--- src/rtl/serial_mmio_bridge.sv ---
// rtl/serial_mmio_bridge.sv - memory-mapped multi-channel serial bridge with per-channel RX/TX FIFOs
//
// Ports:
//   clk, reset                 clock and synchronous active-high reset
//   addr_in[3:2]/[5:4]         register select / channel select for CPU accesses
//   rden_in, wren_in           one-cycle CPU load / store strobes
//   wdata_in, rdata_out        CPU store data / registered load data
//   serial_in, serial_valid_in RX bytes and per-channel availability
//   serial_rden_out            per-channel pulse: RX byte consumed
//   serial_ready_in            per-channel TX sink ready
//   serial_out, serial_wren_out registered TX bytes and per-channel valid pulse
module serial_mmio_bridge #(
  parameter int CHANNELS   = 1,
  parameter int FIFO_DEPTH = 8,
  parameter int DATA_WIDTH = 8
) (
  input  logic                           clk,
  input  logic                           reset,
  input  logic [31:0]                    addr_in,
  input  logic                           rden_in,
  input  logic                           wren_in,
  input  logic [31:0]                    wdata_in,
  output logic [31:0]                    rdata_out,
  input  logic [CHANNELS*DATA_WIDTH-1:0] serial_in,
  input  logic [CHANNELS-1:0]            serial_valid_in,
  output logic [CHANNELS-1:0]            serial_rden_out,
  input  logic [CHANNELS-1:0]            serial_ready_in,
  output logic [CHANNELS*DATA_WIDTH-1:0] serial_out,
  output logic [CHANNELS-1:0]            serial_wren_out
);

  localparam int AW = $clog2(FIFO_DEPTH);
  localparam int CW = AW + 1;

  typedef enum logic {RX_IDLE, RX_ACK}  rx_state_t;
  typedef enum logic {TX_IDLE, TX_SEND} tx_state_t;

  logic [1:0]                 reg_sel;
  logic [1:0]                 ch_sel;
  logic [CHANNELS-1:0][31:0]  ch_rdata;
  logic [31:0]                rd_mux;
  logic                       unused_ok;

  assign reg_sel   = addr_in[3:2];
  assign ch_sel    = addr_in[5:4];
  assign unused_ok = ^{addr_in[31:6], addr_in[1:0], wdata_in};

  for (genvar c = 0; c < CHANNELS; c++) begin : g_ch
    logic                  hit;
    logic                  rd_data, wr_data, wr_status, wr_ctrl;
    logic [DATA_WIDTH-1:0] rx_mem [FIFO_DEPTH];
    logic [DATA_WIDTH-1:0] tx_mem [FIFO_DEPTH];
    logic [AW-1:0]         rx_wp, rx_rp, tx_wp, tx_rp;
    logic [CW-1:0]         rx_cnt, tx_cnt;
    logic                  rx_empty, rx_full, tx_empty, tx_full;
    logic                  rx_push, rx_pop, tx_push, tx_pop;
    logic                  rx_ack, tx_send;
    logic                  rx_uf, tx_of;
    logic [1:0]            ctrl;
    logic [DATA_WIDTH-1:0] tx_byte;
    logic [7:0]            rx_cnt8, tx_cnt8;
    logic [31:0]           rd_val;
    rx_state_t             rx_state, rx_next;
    tx_state_t             tx_state, tx_next;

    // Out-of-range channel numbers never match any generated channel, so
    // such accesses touch no state and read back as zero.
    assign hit       = (ch_sel == 2'(c));
    assign rd_data   = rden_in && hit && (reg_sel == 2'd0);
    assign wr_data   = wren_in && hit && (reg_sel == 2'd0);
    assign wr_status = wren_in && hit && (reg_sel == 2'd1);
    assign wr_ctrl   = wren_in && hit && (reg_sel == 2'd2);

    assign rx_empty = (rx_cnt == '0);
    assign rx_full  = (rx_cnt == CW'(FIFO_DEPTH));
    assign tx_empty = (tx_cnt == '0);
    assign tx_full  = (tx_cnt == CW'(FIFO_DEPTH));

    // Full/empty are judged on the pre-edge count: a push into a full FIFO
    // is dropped and a pop from an empty FIFO is rejected even if the other
    // side moves in the same cycle.
    assign rx_pop  = rd_data && !rx_empty;
    assign tx_push = wr_data && !tx_full;

    always_comb begin
      rx_next = rx_state;
      rx_push = 1'b0;
      rx_ack  = 1'b0;
      case (rx_state)
        RX_IDLE: begin
          if (serial_valid_in[c] && !rx_full && ctrl[0]) begin
            rx_next = RX_ACK;
            rx_push = 1'b1;
          end
        end
        RX_ACK: begin
          rx_ack  = 1'b1;
          rx_next = RX_IDLE;
        end
        default: rx_next = RX_IDLE;
      endcase
    end

    always_comb begin
      tx_next = tx_state;
      tx_pop  = 1'b0;
      tx_send = 1'b0;
      case (tx_state)
        TX_IDLE: begin
          if (serial_ready_in[c] && !tx_empty && ctrl[1]) begin
            tx_next = TX_SEND;
            tx_pop  = 1'b1;
          end
        end
        TX_SEND: begin
          tx_send = 1'b1;
          tx_next = TX_IDLE;
        end
        default: tx_next = TX_IDLE;
      endcase
    end

    always_ff @(posedge clk) begin
      if (reset) begin
        rx_state <= RX_IDLE;
        tx_state <= TX_IDLE;
        rx_wp    <= '0;
        rx_rp    <= '0;
        tx_wp    <= '0;
        tx_rp    <= '0;
        rx_cnt   <= '0;
        tx_cnt   <= '0;
        rx_uf    <= 1'b0;
        tx_of    <= 1'b0;
        ctrl     <= 2'b11;
        tx_byte  <= '0;
      end else begin
        rx_state <= rx_next;
        tx_state <= tx_next;
        if (rx_push) rx_wp <= rx_wp + 1'b1;
        if (rx_pop)  rx_rp <= rx_rp + 1'b1;
        if (tx_push) tx_wp <= tx_wp + 1'b1;
        if (tx_pop)  tx_rp <= tx_rp + 1'b1;
        case ({rx_push, rx_pop})
          2'b10:   rx_cnt <= rx_cnt + 1'b1;
          2'b01:   rx_cnt <= rx_cnt - 1'b1;
          default: ;
        endcase
        case ({tx_push, tx_pop})
          2'b10:   tx_cnt <= tx_cnt + 1'b1;
          2'b01:   tx_cnt <= tx_cnt - 1'b1;
          default: ;
        endcase
        if (tx_pop) tx_byte <= tx_mem[tx_rp];
        // A new error event wins over a same-cycle W1C clear.
        if (rd_data && rx_empty)             rx_uf <= 1'b1;
        else if (wr_status && wdata_in[2])   rx_uf <= 1'b0;
        if (wr_data && tx_full)              tx_of <= 1'b1;
        else if (wr_status && wdata_in[3])   tx_of <= 1'b0;
        if (wr_ctrl) ctrl <= wdata_in[1:0];
      end
    end

    always_ff @(posedge clk) begin
      if (rx_push) rx_mem[rx_wp] <= serial_in[c*DATA_WIDTH +: DATA_WIDTH];
      if (tx_push) tx_mem[tx_wp] <= wdata_in[DATA_WIDTH-1:0];
    end

    always_comb begin
      rx_cnt8 = '0;
      tx_cnt8 = '0;
      rx_cnt8[CW-1:0] = rx_cnt;
      tx_cnt8[CW-1:0] = tx_cnt;
      rd_val = '0;
      case (reg_sel)
        2'd0:    rd_val = rx_empty ? 32'h0 : 32'(rx_mem[rx_rp]);
        2'd1:    rd_val = {8'h00, tx_cnt8, rx_cnt8, 4'h0, tx_of, rx_uf, !tx_full, !rx_empty};
        2'd2:    rd_val = {30'h0, ctrl};
        default: rd_val = '0;
      endcase
    end

    assign ch_rdata[c]                          = rd_val;
    assign serial_rden_out[c]                   = rx_ack;
    assign serial_wren_out[c]                   = tx_send;
    assign serial_out[c*DATA_WIDTH +: DATA_WIDTH] = tx_byte;
  end

  always_comb begin
    rd_mux = '0;
    for (int c = 0; c < CHANNELS; c++) begin
      if (ch_sel == 2'(c)) rd_mux = ch_rdata[c];
    end
  end

  always_ff @(posedge clk) begin
    if (reset)        rdata_out <= '0;
    else if (rden_in) rdata_out <= rd_mux;
  end

endmodule

--- config.mk ---
export PLATFORM = sky130hd
export DESIGN_NAME = serial_mmio_bridge
export DESIGN_NICKNAME = d
export VERILOG_FILES = /design/src/rtl/serial_mmio_bridge.sv
export SDC_FILE = /design/constraint.sdc
export NUM_CORES = 1
export LEC_CHECK = 0
export ABC_AREA = 0
export CAP_MARGIN = 20
export CORE_ASPECT_RATIO = 1.2
export CORE_MARGIN = 8
export CORE_UTILIZATION = 48
export CTS_CLUSTER_DIAMETER = 50
export CTS_CLUSTER_SIZE = 10
export DETAILED_ROUTE_END_ITERATION = 8
export GPL_TIMING_DRIVEN = 0
export PLACE_DENSITY = 0.81
export SETUP_SLACK_MARGIN = 0.15
export SYNTH_ARGS = -nofsm -noshare
export SYNTH_HDL_FRONTEND = slang
export SYNTH_SLANG_ARGS = --single-unit
--- constraint.sdc ---
create_clock -name clk -period 2.66 [get_ports clk]
set_input_delay 0.266 -clock clk [delete_from_list [all_inputs] [get_ports clk]]
set_output_delay 0.266 -clock clk [all_outputs]
set_load 0.02 [all_outputs]
==> summary.txt <==
Job
  – Maxcap violations: 0

Placed design
  – Post-DP Area: 8198 sq um
  – Gpl congestion: 0.8273
  – Port bufs: 50
  – DPL Wire Length: 10.75 mm

Yosys
  – Mux cell area share after synthesis: 0.1190
  – Simple-Gate Fraction of Synth Area: 0.08529
  – Synth async-reset ratio: 0
  – #FFs+latches synth: 181
  – Syn Std Cell Area: 7247 sq um
  – XOR/XNOR Fraction of Synth Area: 0.01329
  – Main flop type after synthesis: edfxtp_1
  – Synth Area in Adders: 0.02003
  – Seq/Total Area, Yosys: 0.6768
  – Area leader, netlist: edfxtp_1
  – Post-synth EDFFs: 128
  – Synth Area in Compound Gates: 0.04593
  – Mapped Avg Cell Area: 15.22 sq um
  – Largest family of logic cells by synthesized area: multiplexers
  – Top cell type's share of synthesized area: 0.5304
  – Post-Syn Instances: 476
  – Post-synth cell types: 49
  – Syn. warnings: 0
  – Top cells by area, synth: edfxtp_1 53%, dfxtp_1 15%, mux4_2 9.9%

CTS
  – Clk sink count: 181
  – Number of buffers created by CTS: 17
  – Worst-Skew Late Latency: 430 ps
  – Clock root buffer: clkbuf_16
  – H-tree levels: 4
  – Max Root-Sink Buffers: 2
  – CTS tree: built
  – Clock transition at path regs: 70 ps

STA
  – RSZ-0062 raised after global routing: true
  – Final setup violation count: 0
  – Setup Skew: 14.85 ps
  – Headroom to the max-slew limit: 0.3379
  – Final period utilization: 0.9582
  – Fmax: 392.3 MHz
  – Worst Tran Pin Value: 989.5 ps
  – Final min period: 2549 ps
  – Final Hold Vio Count: 0
  – Slew Limit Fails: 0

Power and ir drop
  – Cell Pwr Density: 650.0 nW/um^2
  – VDD IR max: 0.5118 mV
  – LEAKAGE: 0.003028 uW
  – Overall power: 5846 uW

Setup path
  – R2R Setup Slk: 110 ps
  – Crit path launch type: flip-flop
  – WS Path Type: reg -> reg
  – Reg2reg end: g_ch[0].tx_cnt[3]
  – R2R cell count: 9
  – Worst-path fanout max: 4
  – Worst Setup End Kind: flip-flop
  – WP data required: 3010 ps
  – CP arrival: 2900 ps
  – R2r startpoint: g_ch[0].tx_cnt[0]

Floorplan
  – IO Count: 120
  – Area of the core: 14900 sq um
  – Initial core utilization: 0.4864
  – # rows: 49
  – Die W: 128.2 microns
  – Die area: 19300 sq um
  – Die Ht: 150.6 microns

Layout
  – Final nets: 665
  – Share of cells above drive strength 1: 0.2445
  – Synth-to-Final Area Change: 24.10%
  – Final instance area: 8994 sq um
  – Fill count: 1087
  – Diode count: 0

Min path
  – HP Start: reset
  – Hold Crit Depth: 3
  – HP Class: in -> reg
  – Hold Path End: g_ch[0].rx_cnt[3]

Detailed routing
  – Vias per inst: 5.420
  – Drt first pass iters: 4
  – Antenna viol nets, final: 0
  – DRC violation total after the first TritonRoute iteration: 256
  – Vias after detailed routing: 4298
  – Routed wire length: 15.53 mm
  – WL per Instance: 19.59 microns
  – # DRC: 0

GRT
  – Remaining Overflow, GRT: 0
  – GRT Util Overall: 0.1674
  – Vias in the first global route: 4578
  – Initial antenna violation count: 1
  – First-pass GRT wire length: 24.09 mm
  – Largest net degree at the start of global routing: 19

Run status
  – Outcome: finished, final reports clean
sequential cells by signal, summed over array words and instances (netlist names), named ones only:
signal	flops
g_ch.tx_wp	3
g_ch.tx_rp	3
g_ch.tx_of	1
g_ch.rx_state	1
g_ch.rx_cnt	4
g_ch.rx_mem	64
serial_out	8
rdata_out	16
g_ch.rx_rp	3
g_ch.ctrl	2
g_ch.tx_mem	64
g_ch.rx_uf	1
g_ch.rx_wp	3
g_ch.tx_cnt	4
g_ch.tx_state	1
worst max path at each step:
| stage | depth (start not counted) | to | from |
|---|---|---|---|
| floorplan | 5 | g_ch[0].rx_mem[4][0] | g_ch[0].rx_cnt[1] |
| global placement | 4 | g_ch[0].tx_mem[0][6] | addr_in[5] |
| detailed placement | 13 | g_ch[0].rx_cnt[2] | rden_in |
| CTS | 4 | g_ch[0].rx_mem[2][1] | g_ch[0].rx_cnt[0] |
| global route | 12 | g_ch[0].rx_cnt[2] | g_ch[0].rx_cnt[1] |
| finish | 9 | g_ch[0].tx_cnt[3] | g_ch[0].tx_cnt[0] |
cells by family after synthesis:
| group | Yosys count |
|---|---|
| adders and majority gates | 11 |
| other | 1 |
| DFF | 181 |
| muxes | 46 |
| and+or+nand+nor | 119 |
| buffers and inverters | 56 |
| xor gates and xnor gates | 11 |
| AOI/OAI and AO/OA | 51 |
metrics by stage:
stage | utilization | setup WS [ps] | setup TNS [ps] | cells | hold WS (ps)
after floorplan | - | 134.8 | 0 | 491 | 364.9
after global placement | 0.5441 | -902.5 | -56600 | 745 | 475.9
after detailed placement | 0.5503 | -740.2 | -20050 | 753 | 482.5
after CTS | 0.6012 | 51.68 | 0 | 792 | 256.6
after global routing | 0.6037 | 44.91 | 0 | 793 | 330.9
final | 0.6037 | 111.1 | 0 | 793 | 283.0
power by group:
group          total, uW  internal, uW  switching (uW)
Combinational        382           172             210
Sequential          3090          3060            31.9
Clock               2370          1240            1130
critical path: stages, from the launching register on:
cell and delay [ps]:
dfxtp_4 360, or4_4 530, and2_4 160, clkbuf_16 140
ha_4 180, ha_4 260, a21oi_4 150, a21oi_2 70
or4_1 470, a21oi_1 140
synthesized netlist by cell type (8+ instances only):
library cell	n
nor3_1	17
nor2_1	48
clkbuf_1	17
mux4_2	32
xor2_1	8
edfxtp_1	128
o22ai_1	10
buf_4	16
mux2i_1	13
nor2b_1	9
ha_1	10
a21oi_1	21
dfxtp_1	53
inv_1	15
layer usage:
layer / up-vias / global-route usage / share of wire
met1: 2168 / 0.1760 / 0.38
li1: 1980 / - / -
met3: 27 / 0.05528 / 0.064
met4: 2 / 0.06492 / 0.020
met5: - / 0 / 0.00058
met2: 121 / 0.3036 / 0.54
timing repair:
action / 4_1_cts / 5_1_grt
pin swaps: 5 / 2
endpoints found under the hold margin: 0 / 0
endpoints found under the setup margin: 60 / 37
setup buffers: 7 / 1
resized for setup: 29 / 22
hold buffers: 0 / 0
cells in the final DEF (no fill, tap or decap), types with 6 or more instances in the layout:
cell	synthesis	layout
edfxtp_1	128	128
nor2_1	48	47
clkdlybuf4s50_1	0	47
dfxtp_1	53	46
mux4_2	32	32
buf_4	16	31
clkbuf_16	0	18
a21oi_1	21	18
conb_1	1	16
inv_1	15	15
nor3_1	17	14
clkbuf_1	17	14
mux2i_1	13	13
o22ai_1	10	10
nor2b_1	9	9
buf_2	5	7
xor2_1	8	7
ha_1	10	6
dfxtp_2	0	6
cell type report:
class	instances	area [sq um]	area share
Clock inverter	14	140.1	0.01558
Sequential cell	181	4916	0.5466
Clock buffer	18	429.2	0.04772
Multi-Input combinational cell	254	2320	0.2579
Tap cell	204	255.2	0.02838
Inverter	16	60.06	0.006678
Buffer	40	257.7	0.02866
Timing Repair Buffer	66	615.6	0.06845
Note: power is estimated with default switching activity, not from simulation.
